## src/rtl/pipe_stage_reg.sv

```systemverilog
// pipe_stage_reg: two-entry skid-buffered pipeline stage.
// A main register drives the outputs, and a skid register absorbs the one
// entry that can arrive while the downstream stage is stalling. ready_out
// depends only on registered state, so ready_in never reaches it
// combinationally. Control bits are forced to zero on every bubble, which
// keeps side-effecting controls such as MemWrite from firing on a dead slot.
// Optional feature: define PIPE_STAGE_REG_PERF_CNT_EN to add the stall_cnt
// port and its saturating downstream-stall counter (parameter CNT_W).
module pipe_stage_reg #(
  parameter int DATA_W = 69,
  parameter int CTRL_W = 3
`ifdef PIPE_STAGE_REG_PERF_CNT_EN
  , parameter int CNT_W = 16
`endif
) (
  input  logic              CLK,
  input  logic              rst,
  input  logic              valid_in,
  output logic              ready_out,
  input  logic [CTRL_W-1:0] ctrl_in,
  input  logic [DATA_W-1:0] data_in,
  input  logic              flush,
  output logic              valid_out,
  input  logic              ready_in,
  output logic [CTRL_W-1:0] ctrl_out,
  output logic [DATA_W-1:0] data_out
`ifdef PIPE_STAGE_REG_PERF_CNT_EN
  , output logic [CNT_W-1:0] stall_cnt
`endif
);

  logic              mainValid;
  logic [CTRL_W-1:0] mainCtrl;
  logic [DATA_W-1:0] mainData;
  logic              skidValid;
  logic [CTRL_W-1:0] skidCtrl;
  logic [DATA_W-1:0] skidData;
  logic              acceptIn;
  logic              mainFree;

  // The stage can take an entry whenever the skid slot is empty. skidValid
  // is a flop, so ready_out is registered as well.
  assign ready_out = ~skidValid;
  assign acceptIn  = valid_in & ready_out;
  // Main can be overwritten this edge if it is empty or its entry is leaving.
  assign mainFree  = ~mainValid | ready_in;

  assign valid_out = mainValid;
  assign ctrl_out  = mainValid ? mainCtrl : '0;
  assign data_out  = mainData;

  // Main and skid update together. Flush overrides every move. When main
  // frees up, it refills from skid first (to keep ordering) or else from the
  // input. If main is stuck, a new arrival parks in skid.
  always_ff @(posedge CLK or negedge rst) begin
    if (!rst) begin
      mainValid <= 1'b0;
      mainCtrl  <= '0;
      mainData  <= '0;
      skidValid <= 1'b0;
      skidCtrl  <= '0;
      skidData  <= '0;
    end else if (flush) begin
      mainValid <= 1'b0;
      mainCtrl  <= '0;
      skidValid <= 1'b0;
      skidCtrl  <= '0;
    end else if (mainFree) begin
      if (skidValid) begin
        mainValid <= 1'b1;
        mainCtrl  <= skidCtrl;
        mainData  <= skidData;
        skidValid <= acceptIn;
        if (acceptIn) begin
          skidCtrl <= ctrl_in;
          skidData <= data_in;
        end else begin
          skidCtrl <= '0;
        end
      end else begin
        mainValid <= acceptIn;
        if (acceptIn) begin
          mainCtrl <= ctrl_in;
          mainData <= data_in;
        end else begin
          mainCtrl <= '0;
        end
      end
    end else if (acceptIn) begin
      skidValid <= 1'b1;
      skidCtrl  <= ctrl_in;
      skidData  <= data_in;
    end
  end

`ifdef PIPE_STAGE_REG_PERF_CNT_EN
  logic [CNT_W-1:0] stallCnt;

  assign stall_cnt = stallCnt;

  // Count the cycles in which a valid entry is presented but refused. The
  // counter saturates and survives flush, so only reset clears it.
  always_ff @(posedge CLK or negedge rst) begin
    if (!rst) begin
      stallCnt <= '0;
    end else if (mainValid && !ready_in && (stallCnt != '1)) begin
      stallCnt <= stallCnt + 1'b1;
    end
  end
`endif

endmodule

```

## config.mk

```make
export PLATFORM = sky130hd
export DESIGN_NAME = pipe_stage_reg
export DESIGN_NICKNAME = d
export VERILOG_FILES = /design/src/rtl/pipe_stage_reg.sv
export SDC_FILE = /design/constraint.sdc
export NUM_CORES = 1
export LEC_CHECK = 0
export ABC_AREA = 1
export CAP_MARGIN = 20
export CORE_ASPECT_RATIO = 2
export CORE_UTILIZATION = 28
export CTS_CLUSTER_SIZE = 40
export DETAILED_ROUTE_END_ITERATION = 7
export SYNTH_ARGS = -nofsm -noshare
export SYNTH_HDL_FRONTEND = slang
export SYNTH_SLANG_ARGS = --single-unit
export TNS_END_PERCENT = 5
```

## constraint.sdc

```tcl
create_clock -name CLK -period 2.6 [get_ports CLK]
set_input_delay 0.26 -clock CLK [delete_from_list [all_inputs] [get_ports CLK]]
set_output_delay 0.26 -clock CLK [all_outputs]
set_load 0.005 [all_outputs]
```

==> metrics.txt <==
Synth area leader=dfrtp_1; Hold Path Class=in -> async; CP endpoint kind=output pin; layout cell share with drive strength beyond 1=0.120; failing checks=DRC; Cells after Synth=802; GP Congestion=0.762; post-synth net total=slightly below 900; power density over the cells=759 nW/µm²; # setup viols final=0; Core Region=23300 µm²; Max transition margin=0.549; Overflow after GRT=0; Num CTS Buffers=17; WP data required=2.34 ns; Cells after DPL=1203; DR vias/cell=4.33; asr flop ratio synth=1.00; drt total wl=16600 µm; Die Footprint=around 25000 µm²; CP Data Arrival Time=1.58 ns; Unique masters post-synth=17; Hold Violations, Final=0; ANT cells=0; critical path class=reg -> out; Tcrit/Tclk final=0.707; First-pass DRT Iterations=6; R2R Path Start=valid_out; Final Critical Period=1.84 ns; commonest cells in the synthesized netlist=373 x nand2_1, 146 x dfrtp_1, 81 x o21ai_0; Final WS setup=0.762 ns; Clock transition at path regs=0.06 ns; crit path to=ctrl_out[2]; die extent in x=111 µm; worst-path maximum fanout=6; fin area=9050 µm²; Synth top area share=0.546; first-pass GRT wire length=26500 µm; worst reg-to-reg setup slack=0.89 ns; cell with the most instances after synthesis=nand2_1; Post-Layout Cell Count=about 1200; # resized after CTS=0; crit path launch type=register; I/O Pins=~150; latest clock arrival within the worst-skew pair=0.43 ns; H-tree Lvls=4; Post-DP Area=8400 µm²; Initial Utilization=0.287; Vias=5346; EDFF count, synth=0; IO buf count=150; Warnings, synthesis=0; Routed wire per std cell=approximately 13 µm; worst-margin pin slew=between 0.6 and 0.7 ns; Die H=about 220 µm; Max clock buf depth=2; Leak=around 4.4 nW; Place WS=0.559 ns; initial DRC count=approximately 360; Worst Skew=0.00590 ns; CTS tree=done; fmax=544 MHz; Clock Sinks=146; vias in the first global route=5104; largest net degree at the start of global routing=57; final antenna-violating net count=0; synthesized area per cell=8.35 µm²; NumNets Final=1017; FF-to-FF path depth=6; status=finished with violations; Post-CTS Repair Setup Buffers=0; Slew Viols, Final=0; Residual DRC=16; Rows=79; Setup crit start=valid_out; Max Cap Violations=0; IR drop worst, VDD=around 0.56 mV; #FFs+latches synth=~150; reg2reg end=data_out[6]; setup TNS=0 ns; antenna violations before repair=0; synthesized cell area=roughly 6700 µm²; Synth area leaders=dfrtp_1 55%, nand2_1 21%, o21ai_2 7.8%; DP HPWL=between 10000 and 15000 µm; RSZ-0062 raised after global routing=false; clk root buf=clkbuf_16; sequential share of the synthesized area=0.546; Syn-to-layout area delta=35.1%; GRT Overall Usage=0.143; leading register cell type out of synthesis=dfrtp_1
==> how the worst min path moves through the flow <==
| stage | from | to | slack (ns) | cells past startpoint |
|---|---|---|---|---|
| 3_3_place_gp | rst | data_out[27] | 0.27 | 1 |
| 6_report | rst | data_out[27] | 0.35 | 2 |
| 2_1_floorplan | rst | data_out[0] | -0.04 | 0 |
| 5_1_grt | data_in[22] | skidData[22] | 0.40 | 3 |
| 3_5_place_dp | rst | skidData[35] | 0.27 | 1 |
| 4_1_cts | rst | skidData[35] | 0.36 | 2 |
==> placed cells by master (no fill, tap or decap) <==
cell             count
o21ai_1              1
nand2_2              2
clkbuf_1             1
buf_12               5
nand2_1            373
o21ai_2             60
dfrtp_4              1
inv_1               79
nand3_1              3
clkbuf_8             6
buf_4                8
dfrtp_1            145
clkinvlp_4           3
dlygate4sd3_1        1
nor2_2               1
nor2_4               1
clkdlybuf4s50_1    149
clkinv_2             2
inv_2                3
bufinv_16            3
o21ai_0             81
nand3_4              1
nor2_1               6
clkbuf_16           17
buf_6                1
==> cell families (layout without fill, tap and decap cells) <==
| family | count (synthesis) | in the layout | synth area share |
|---|---|---|---|
| AO/OA/AOI/OAI | 142 | 142 | 0.140 |
| AND/OR/NAND/NOR | 387 | 387 | 0.221 |
| flip-flops | 146 | 146 | 0.546 |
| buffers and inverters | 127 | 278 | 0.0940 |
==> cell type report <==
| type | instances | area [µm²] |
|---|---|---|
| Fill cell | 2365 | 14300 |
| Sequential cell | 146 | 3660 |
| Multi-Input combinational cell | 529 | 2420 |
| Timing Repair Buffer | 164 | 1670 |
| Clock buffer | 24 | 512 |
| Tap cell | 283 | 354 |
| Inverter | 82 | 308 |
| Clock inverter | 8 | 123 |
==> flip-flops by register name, indices dropped and copies added (netlist names) <==
register	cells
skidData	69
skidValid	1
data_out	69
valid_out	1
skidCtrl	3
mainCtrl	3
==> stage by stage <==
step	total power [mW]	util	hold WS, ns
floorplan	3.62	-	-0.0356
global placement	4.30	0.360	0.269
detailed placement	4.33	0.360	0.274
CTS	6.99	0.388	0.359
global route	7.26	0.388	0.398
finish	6.87	0.388	0.351
==> critical path: stages, from the launching register on <==
cell	delay [ns]
dfrtp_1	0.46
nand2_1	0.07
inv_1	0.06
clkdlybuf4s50_1	0.56
==> timing repair <==
item / in CTS / in global routing
hold buffers: 1 / 0
hold endpoints to repair: 52 / 0
endpoints found under the setup margin: 0 / 0
==> power breakdown <==
part | total [mW] | internal [mW] | leakage (nW) | switching [mW]
clock | 2.60 | 1.66 | 0.304 | 0.945
sequential | 2.99 | 2.73 | 1.83 | 0.258
combinational | 1.27 | 0.698 | 2.28 | 0.576
==> layer usage <==
| metal | vias to the layer above | track usage | routed length (µm) |
|---|---|---|---|
| li1 | 2725 | - | - |
| met1 | 2486 | 0.153 | 6570 |
| met2 | 116 | 0.260 | 9000 |
| met3 | 19 | 0.0362 | 594 |
| met4 | 0 | 0.0730 | 408 |
| met5 | - | 0 | 0 |
No activity file was read; power rests on OpenSTA's default activity.
